==> src/rtl/vcache_stat_snapshot.sv <==
// vcache_stat_snapshot: per-event live counters with an atomic snapshot that is
// read out as a stream of 32-bit words: global counter, tag, then each counter.
// Optional build macro VCACHE_STAT_SNAPSHOT_SAT_EN: when defined, the live
// counters saturate at all-ones. When undefined, they wrap modulo 2^ctr_width_p.
module vcache_stat_snapshot #(
    parameter int num_events_p    = 4,
    parameter int ctr_width_p     = 32,
    parameter int tag_width_p     = 32,
    parameter int clear_on_snap_p = 0,
    localparam int idx_width_lp   = $clog2(num_events_p + 2)
) (
    input  logic                    clk_i,
    input  logic                    reset_i,
    input  logic [num_events_p-1:0] event_i,
    input  logic [31:0]             global_ctr_i,
    input  logic                    snap_v_i,
    input  logic [tag_width_p-1:0]  snap_tag_i,
    output logic                    snap_yumi_o,
    output logic                    v_o,
    output logic [31:0]             data_o,
    output logic [idx_width_lp-1:0] idx_o,
    input  logic                    ready_i,
    output logic [15:0]             dropped_o
);

    typedef enum logic [1:0] {
        IDLE    = 2'd0,
        HDR_CTR = 2'd1,
        HDR_TAG = 2'd2,
        CNT     = 2'd3
    } state_t;

    state_t                  r_state;
    logic [ctr_width_p-1:0]  r_ctr    [num_events_p];
    logic [ctr_width_p-1:0]  r_shadow [num_events_p];
    logic [tag_width_p-1:0]  r_shadow_tag;
    logic                    r_v;
    logic [31:0]             r_data;
    logic [idx_width_lp-1:0] r_idx;
    logic [15:0]             r_dropped;

    logic                    w_accept;
    logic                    w_clear;
    logic                    w_xfer;
    logic [ctr_width_p-1:0]  w_ctr_inc [num_events_p];
    logic [31:0]             w_sel_cnt;

    // Accept only in IDLE; reset suppresses the handshake.
    assign w_accept    = snap_v_i & (r_state == IDLE) & ~reset_i;
    assign w_clear     = w_accept & (clear_on_snap_p != 0);
    assign w_xfer      = r_v & ready_i;
    assign snap_yumi_o = w_accept;
    assign v_o         = r_v;
    assign data_o      = r_data;
    assign idx_o       = r_idx;
    assign dropped_o   = r_dropped;

    // Incremented value of each live counter (saturating or wrapping per build).
    always_comb begin
        for (int k = 0; k < num_events_p; k++) begin
`ifdef VCACHE_STAT_SNAPSHOT_SAT_EN
            w_ctr_inc[k] = (r_ctr[k] == {ctr_width_p{1'b1}}) ? r_ctr[k]
                                                              : r_ctr[k] + ctr_width_p'(1);
`else
            w_ctr_inc[k] = r_ctr[k] + ctr_width_p'(1);
`endif
        end
    end

    // Select the next counter word: r_idx-1 is the counter shown after the transfer.
    always_comb begin
        w_sel_cnt = 32'd0;
        for (int k = 0; k < num_events_p; k++) begin
            w_sel_cnt = w_sel_cnt |
                        ((r_idx == idx_width_lp'(k + 1)) ? 32'(r_shadow[k]) : 32'd0);
        end
    end

    // Live counters; shadow copy sees the pre-increment value in the accept cycle.
    always_ff @(posedge clk_i) begin
        for (int k = 0; k < num_events_p; k++) begin
            if (reset_i) begin
                r_ctr[k] <= '0;
            end else if (w_clear) begin
                r_ctr[k] <= ctr_width_p'(event_i[k]);
            end else if (event_i[k]) begin
                r_ctr[k] <= w_ctr_inc[k];
            end else begin
                r_ctr[k] <= r_ctr[k];
            end
        end
    end

    // Shadow registers loaded atomically on snapshot accept.
    always_ff @(posedge clk_i) begin
        if (reset_i) begin
            r_shadow_tag <= '0;
            for (int k = 0; k < num_events_p; k++) begin
                r_shadow[k] <= '0;
            end
        end else if (w_accept) begin
            r_shadow_tag <= snap_tag_i;
            for (int k = 0; k < num_events_p; k++) begin
                r_shadow[k] <= r_ctr[k];
            end
        end else begin
            r_shadow_tag <= r_shadow_tag;
            for (int k = 0; k < num_events_p; k++) begin
                r_shadow[k] <= r_shadow[k];
            end
        end
    end

    // Readout FSM with registered valid/data/index; one word per transfer.
    always_ff @(posedge clk_i) begin
        if (reset_i) begin
            r_state <= IDLE;
            r_v     <= 1'b0;
            r_data  <= 32'd0;
            r_idx   <= '0;
        end else begin
            case (r_state)
                IDLE: begin
                    if (w_accept) begin
                        r_state <= HDR_CTR;
                        r_v     <= 1'b1;
                        r_data  <= global_ctr_i;
                        r_idx   <= '0;
                    end else begin
                        r_v    <= 1'b0;
                        r_data <= 32'd0;
                        r_idx  <= '0;
                    end
                end
                HDR_CTR: begin
                    if (w_xfer) begin
                        r_state <= HDR_TAG;
                        r_data  <= 32'(r_shadow_tag);
                        r_idx   <= idx_width_lp'(1);
                    end
                end
                HDR_TAG: begin
                    if (w_xfer) begin
                        r_state <= CNT;
                        r_data  <= w_sel_cnt;
                        r_idx   <= idx_width_lp'(2);
                    end
                end
                CNT: begin
                    if (w_xfer) begin
                        if (r_idx == idx_width_lp'(num_events_p + 1)) begin
                            r_state <= IDLE;
                            r_v     <= 1'b0;
                            r_data  <= 32'd0;
                            r_idx   <= '0;
                        end else begin
                            r_data <= w_sel_cnt;
                            r_idx  <= r_idx + idx_width_lp'(1);
                        end
                    end
                end
                default: begin
                    r_state <= IDLE;
                    r_v     <= 1'b0;
                    r_data  <= 32'd0;
                    r_idx   <= '0;
                end
            endcase
        end
    end

    // Count refused requests, saturating at all-ones.
    always_ff @(posedge clk_i) begin
        if (reset_i) begin
            r_dropped <= 16'd0;
        end else if (snap_v_i && (r_state != IDLE) && (r_dropped != 16'hFFFF)) begin
            r_dropped <= r_dropped + 16'd1;
        end else begin
            r_dropped <= r_dropped;
        end
    end

endmodule

==> config.mk <==
export PLATFORM = sky130hd
export DESIGN_NAME = vcache_stat_snapshot
export DESIGN_NICKNAME = d
export VERILOG_FILES = /design/src/rtl/vcache_stat_snapshot.sv
export SDC_FILE = /design/constraint.sdc
export NUM_CORES = 1
export LEC_CHECK = 0
export ABC_AREA = 1
export CAP_MARGIN = 0
export CORE_MARGIN = 2
export CORE_UTILIZATION = 50
export CTS_CLUSTER_SIZE = 10
export DETAILED_ROUTE_END_ITERATION = 6
export DONT_BUFFER_PORTS = 1
export GPL_ROUTABILITY_DRIVEN = 0
export PLACE_DENSITY = 0.77
export RECOVER_POWER = 100
export SLEW_MARGIN = 15
export SYNTH_ARGS = -nofsm -noshare
export SYNTH_HDL_FRONTEND = slang
export SYNTH_SLANG_ARGS = --single-unit
export TNS_END_PERCENT = 1
==> constraint.sdc <==
create_clock -name clk_i -period 4.8 [get_ports clk_i]
set_input_delay 0.24 -clock clk_i [delete_from_list [all_inputs] [get_ports clk_i]]
set_output_delay 0.24 -clock clk_i [all_outputs]
set_load 0.1 [all_outputs]
==> implementation parameters <==
Parameter                              Value

Timing
  Unrepaired setup endpoints after global routing ... false
  Max Freq ... 264.3 MHz
  Final period demand of the worst path ... 3.784 ns
  # setup viols final ... 0
  Final count of hold timing violations ... 0
  Clock Skew ... 0.01674 ns
  Crit path setup slack, layout ... 1.016 ns
  Relative slew slack ... -96.32%
  Summed negative setup slack over all endpoints ... 0 ns
  Final period utilization ... 78.83%
  Transition at the pin with the smallest max-transition slack ... 2.945 ns
  Final number of max-transition violations ... 232

Synth
  Post-Synth XOR/XNOR Area ... 1.267%
  Area of the mapped netlist ... 0.01797 mm²
  Number of warning messages in the yosys log ... 0
  Count of state elements after synthesis ... 342
  Arithmetic-cell share of the synthesized area counting full adders, half adders and majority gates ... 0.6961%
  Multiplexer share of the synthesized area ... 0%
  Synth Area per Inst ... 7.794 µm²
  Synthesized-area fraction occupied by ao, oa, aoi and oai cells ... 8.604%
  Share of synthesized area occupied by flip-flops and latches ... 52.35%
  Combinational family with the most area after synthesis ... simple AND/OR/NAND/NOR gates
  Synth Net Count ... 2,388
  Count of different cell masters after synthesis ... 34
  Number of enable-type register cells in the synthesized netlist ... 256
  Post-synthesis simple-gate area fraction ... 28.12%
  Fraction of registers with async set/reset ... 0%
  Primary FF master, synth ... sky130_fd_sc_hd__edfxtp_1
  Gate count of the mapped netlist ... 2,306

Global route
  Antenna violations before repair ... 0
  Wire length of the first global-routing pass ... 79,380 µm
  Overflow left after global routing ... 0
  GRT Total Usage ... 26.15%
  Number of global-route vias before repair ... 15,000
  Largest net degree at the start of global routing ... 104

Floorplanning
  Die Y-Extent ... 193.6 µm
  Number of rows created at floorplan ... 69
  Effective utilization at floorplan ... 50.65%
  I/O Pins ... 125
  Area of the die ... 0.03748 mm²
  Core ar. ... 0.03548 mm²
  Die outline width ... 193.6 µm

Clock tree
  TritonCTS clock tree ... yes
  Number of buffers created by CTS ... 40
  Max Buffers Root-to-Sink ... 3
  Clock input transition at the sequential cells of the worst setup and hold paths ... 0.06 ns
  Max H-tree Level ... 2
  Worst-Skew Late Latency ... 0.54 ns
  Root cell of the clock tree ... sky130_fd_sc_hd__clkbuf_16
  Total clock sinks ... 342
  Post-cts resize count ... 0

Routing
  Routed len/inst ... 17.57 µm
  # DRC ... 8
  Starting DRT DRC Count ... 1,864
  Number of nets with antenna violations after detailed routing ... 0
  First-pass iteration count of the detailed router ... 7
  Post-detailed-route via-to-cell ratio ... 5.625
  Detailed Route WL ... 49,550 µm
  Vias ... 15,870

Pwr
  Leakage Power ... 7.765 nW
  IR Drop Worst-Case VDD ... 0.5738 mV
  Pwr dens ... 468.4 mW/mm²
  Overall power ... 9.352 mW

Setup path
  Kind of critical path ... flop to flop
  Biggest cell delay along the critical path ... 2.10 ns
  Cell Chain, Critical Path ... inv_1 > ha_1 > nand3_2 > clkbuf_1 > nor2_1
  Number of buffers and inverters on the critical path ... 2
  CP max FO ... 65
  Slowest CP cell ... sky130_fd_sc_hd__clkbuf_1
  Critical path data arrival time ... 3.92 ns
  Crit end category ... flop
  Worst setup SP type ... flop
  Stages on the worst setup path ... 5
  R2R depth ... 5
  Delay-heaviest family, CP ... buffers and inverters
  CP required ... 4.93 ns

Final layout
  Post-layout net count ... 2,427
  Fraction of final layout cells sized beyond drive strength 1 ... 3.559%
  Number of fill cells ... 2,980
  Ant. Diodes ... 0
  P&R area growth vs syn ... 11.10%

Placed design
  Buffers on Ports ... 0
  Detailed placer's ending HPWL ... 34,060 µm
  Worst slack after detailed placement ... 1.715 ns

Status
  Status ... finished, violations left
  Violations in the final reports ... design-rule violations, max-capacitance violations, max-slew violations

Worst hold path
  Number of cells on the worst hold path ... 5
  Type of the tightest min-delay check ... input pin to flop

Flow run
  Max-capacitance violation count ... 6
[cell usage after synthesis, types with 10 or more instances]
cell type / instances / area share, %
sky130_fd_sc_hd__a21oi_1: 169 / 4.7
sky130_fd_sc_hd__clkbuf_1: 36 / 0.75
sky130_fd_sc_hd__nand2_2: 13 / 0.45
sky130_fd_sc_hd__buf_2: 31 / 0.86
sky130_fd_sc_hd__o21ai_0: 113 / 3.1
sky130_fd_sc_hd__dfxtp_1: 86 / 9.6
sky130_fd_sc_hd__inv_1: 323 / 6.7
sky130_fd_sc_hd__buf_1: 11 / 0.23
sky130_fd_sc_hd__xor2_1: 22 / 1.1
sky130_fd_sc_hd__edfxtp_1: 256 / 43
sky130_fd_sc_hd__nor3_1: 43 / 1.2
sky130_fd_sc_hd__nand2_1: 589 / 12
sky130_fd_sc_hd__nand3_1: 110 / 3.1
sky130_fd_sc_hd__a21oi_2: 10 / 0.49
sky130_fd_sc_hd__nand4_1: 53 / 1.8
sky130_fd_sc_hd__nor2_2: 11 / 0.38
sky130_fd_sc_hd__nor2_1: 380 / 7.9
sky130_fd_sc_hd__ha_1: 10 / 0.70
[worst paths after layout]
path	startpoint	endpoint	slack (ns)
max	r_state[0]	r_shadow[2][22]	1.02
min	ready_i	v_o	0.09
max reg2reg	r_state[0]	r_shadow[2][22]	1.02
min reg2reg	r_shadow_tag[2]	r_shadow_tag[2]	0.47
[cells by family after synthesis]
family          count (synthesis)
compound gates                299
xor+xnor                       26
fa+ha+maj                      10
buf+inv                       413
flops                         342
simple gates                 1216
[state kept, by name, summed over array words and instances (netlist names)]
register / flops
dropped_o: 16
v_o: 1
r_shadow_tag: 32
data_o: 32
r_state: 2
r_ctr: 128
idx_o: 3
r_shadow: 128
[layer usage]
metal / routed length, µm / GRT usage (%)
met2: 22040 / 40.26
met1: 20350 / 35.61
met4: 2004 / 10.77
met3: 5156 / 6.189
met5: 0 / 0
[layout make-up]
class	instances	area, µm²	share of cell area [%]
Sequential cell	342	9414	47.15
Multi-Input combinational cell	1551	6868	34.39
Inverter	331	1242	6.222
Clock buffer	54	1075	5.383
Timing Repair Buffer	79	769.5	3.854
Tap cell	461	576.8	2.889
Clock inverter	3	22.52	0.1128
[per-stage QoR]
step	instance area, µm²	cells	util [%]	hold slack, ns
2_1_floorplan	17970	2306	-	0.3527
3_3_place_gp	18310	2698	51.60	0.3452
3_5_place_dp	18310	2698	51.60	0.3503
4_1_cts	20090	2821	56.61	0.07694
5_1_grt	19970	2821	56.27	0.1331
6_report	19970	2821	56.27	0.09214
[what timing repair did]
| action | CTS | global route |
|---|---|---|
| endpoints found under the hold margin | 167 | 0 |
| hold buffers | 66 | 0 |
| setup buffers | 0 | 0 |
[where the power goes]
group	switching (mW)	total, mW	internal, mW	leakage [nW]
sequential	1.15	4.85	3.69	3.50
combinational	1.37	1.82	0.450	3.73
clock	1.14	2.69	1.55	0.534
total	3.67	9.35	5.69	7.77
[tightest hold or removal path, stage by stage]
cell	delay (ns)
sky130_fd_sc_hd__nand2_1	0.07
sky130_fd_sc_hd__nand2_1	0.07
sky130_fd_sc_hd__o211ai_1	0.09
sky130_fd_sc_hd__nand2_1	0.07
sky130_fd_sc_hd__a21oi_1	0.05
[placed cells by master (no fill, tap or decap)]
| cell | netlist | routed |
|---|---|---|
| sky130_fd_sc_hd__inv_6 | 0 | 2 |
| sky130_fd_sc_hd__a211oi_1 | 1 | 1 |
| sky130_fd_sc_hd__dfxtp_4 | 0 | 1 |
| sky130_fd_sc_hd__nand2_1 | 589 | 592 |
| sky130_fd_sc_hd__ha_1 | 10 | 10 |
| sky130_fd_sc_hd__buf_4 | 2 | 7 |
| sky130_fd_sc_hd__dfxtp_2 | 0 | 1 |
| sky130_fd_sc_hd__nor3_2 | 2 | 2 |
| sky130_fd_sc_hd__nand2_2 | 13 | 11 |
| sky130_fd_sc_hd__buf_12 | 0 | 1 |
| sky130_fd_sc_hd__a21oi_1 | 169 | 173 |
| sky130_fd_sc_hd__buf_16 | 0 | 1 |
| sky130_fd_sc_hd__nor3_1 | 43 | 44 |
| sky130_fd_sc_hd__nand2_4 | 2 | 1 |
| sky130_fd_sc_hd__nor4_1 | 2 | 2 |
| sky130_fd_sc_hd__nor2_4 | 4 | 1 |
| sky130_fd_sc_hd__or2_0 | 0 | 1 |
| sky130_fd_sc_hd__xor2_1 | 22 | 22 |
| sky130_fd_sc_hd__o21a_1 | 3 | 3 |
| sky130_fd_sc_hd__nand4_1 | 53 | 53 |
| sky130_fd_sc_hd__dlygate4sd3_1 | 0 | 65 |
| sky130_fd_sc_hd__nor2_2 | 11 | 1 |
| sky130_fd_sc_hd__clkbuf_1 | 36 | 18 |
| sky130_fd_sc_hd__clkinv_2 | 0 | 1 |
| sky130_fd_sc_hd__edfxtp_1 | 256 | 256 |
| sky130_fd_sc_hd__o21ai_4 | 0 | 1 |
| sky130_fd_sc_hd__o211ai_1 | 1 | 1 |
| sky130_fd_sc_hd__o21ai_0 | 113 | 114 |
| sky130_fd_sc_hd__nand3_2 | 4 | 2 |
| sky130_fd_sc_hd__and2_0 | 0 | 1 |
| sky130_fd_sc_hd__xnor2_1 | 4 | 4 |
| sky130_fd_sc_hd__inv_1 | 323 | 327 |
| sky130_fd_sc_hd__nor2_1 | 380 | 393 |
| sky130_fd_sc_hd__nand3_1 | 110 | 112 |
| sky130_fd_sc_hd__clkbuf_16 | 0 | 41 |
| sky130_fd_sc_hd__a21oi_2 | 10 | 6 |
| sky130_fd_sc_hd__inv_2 | 8 | 4 |
| sky130_fd_sc_hd__dfxtp_1 | 86 | 84 |
Note: power is estimated with default switching activity, not from simulation.
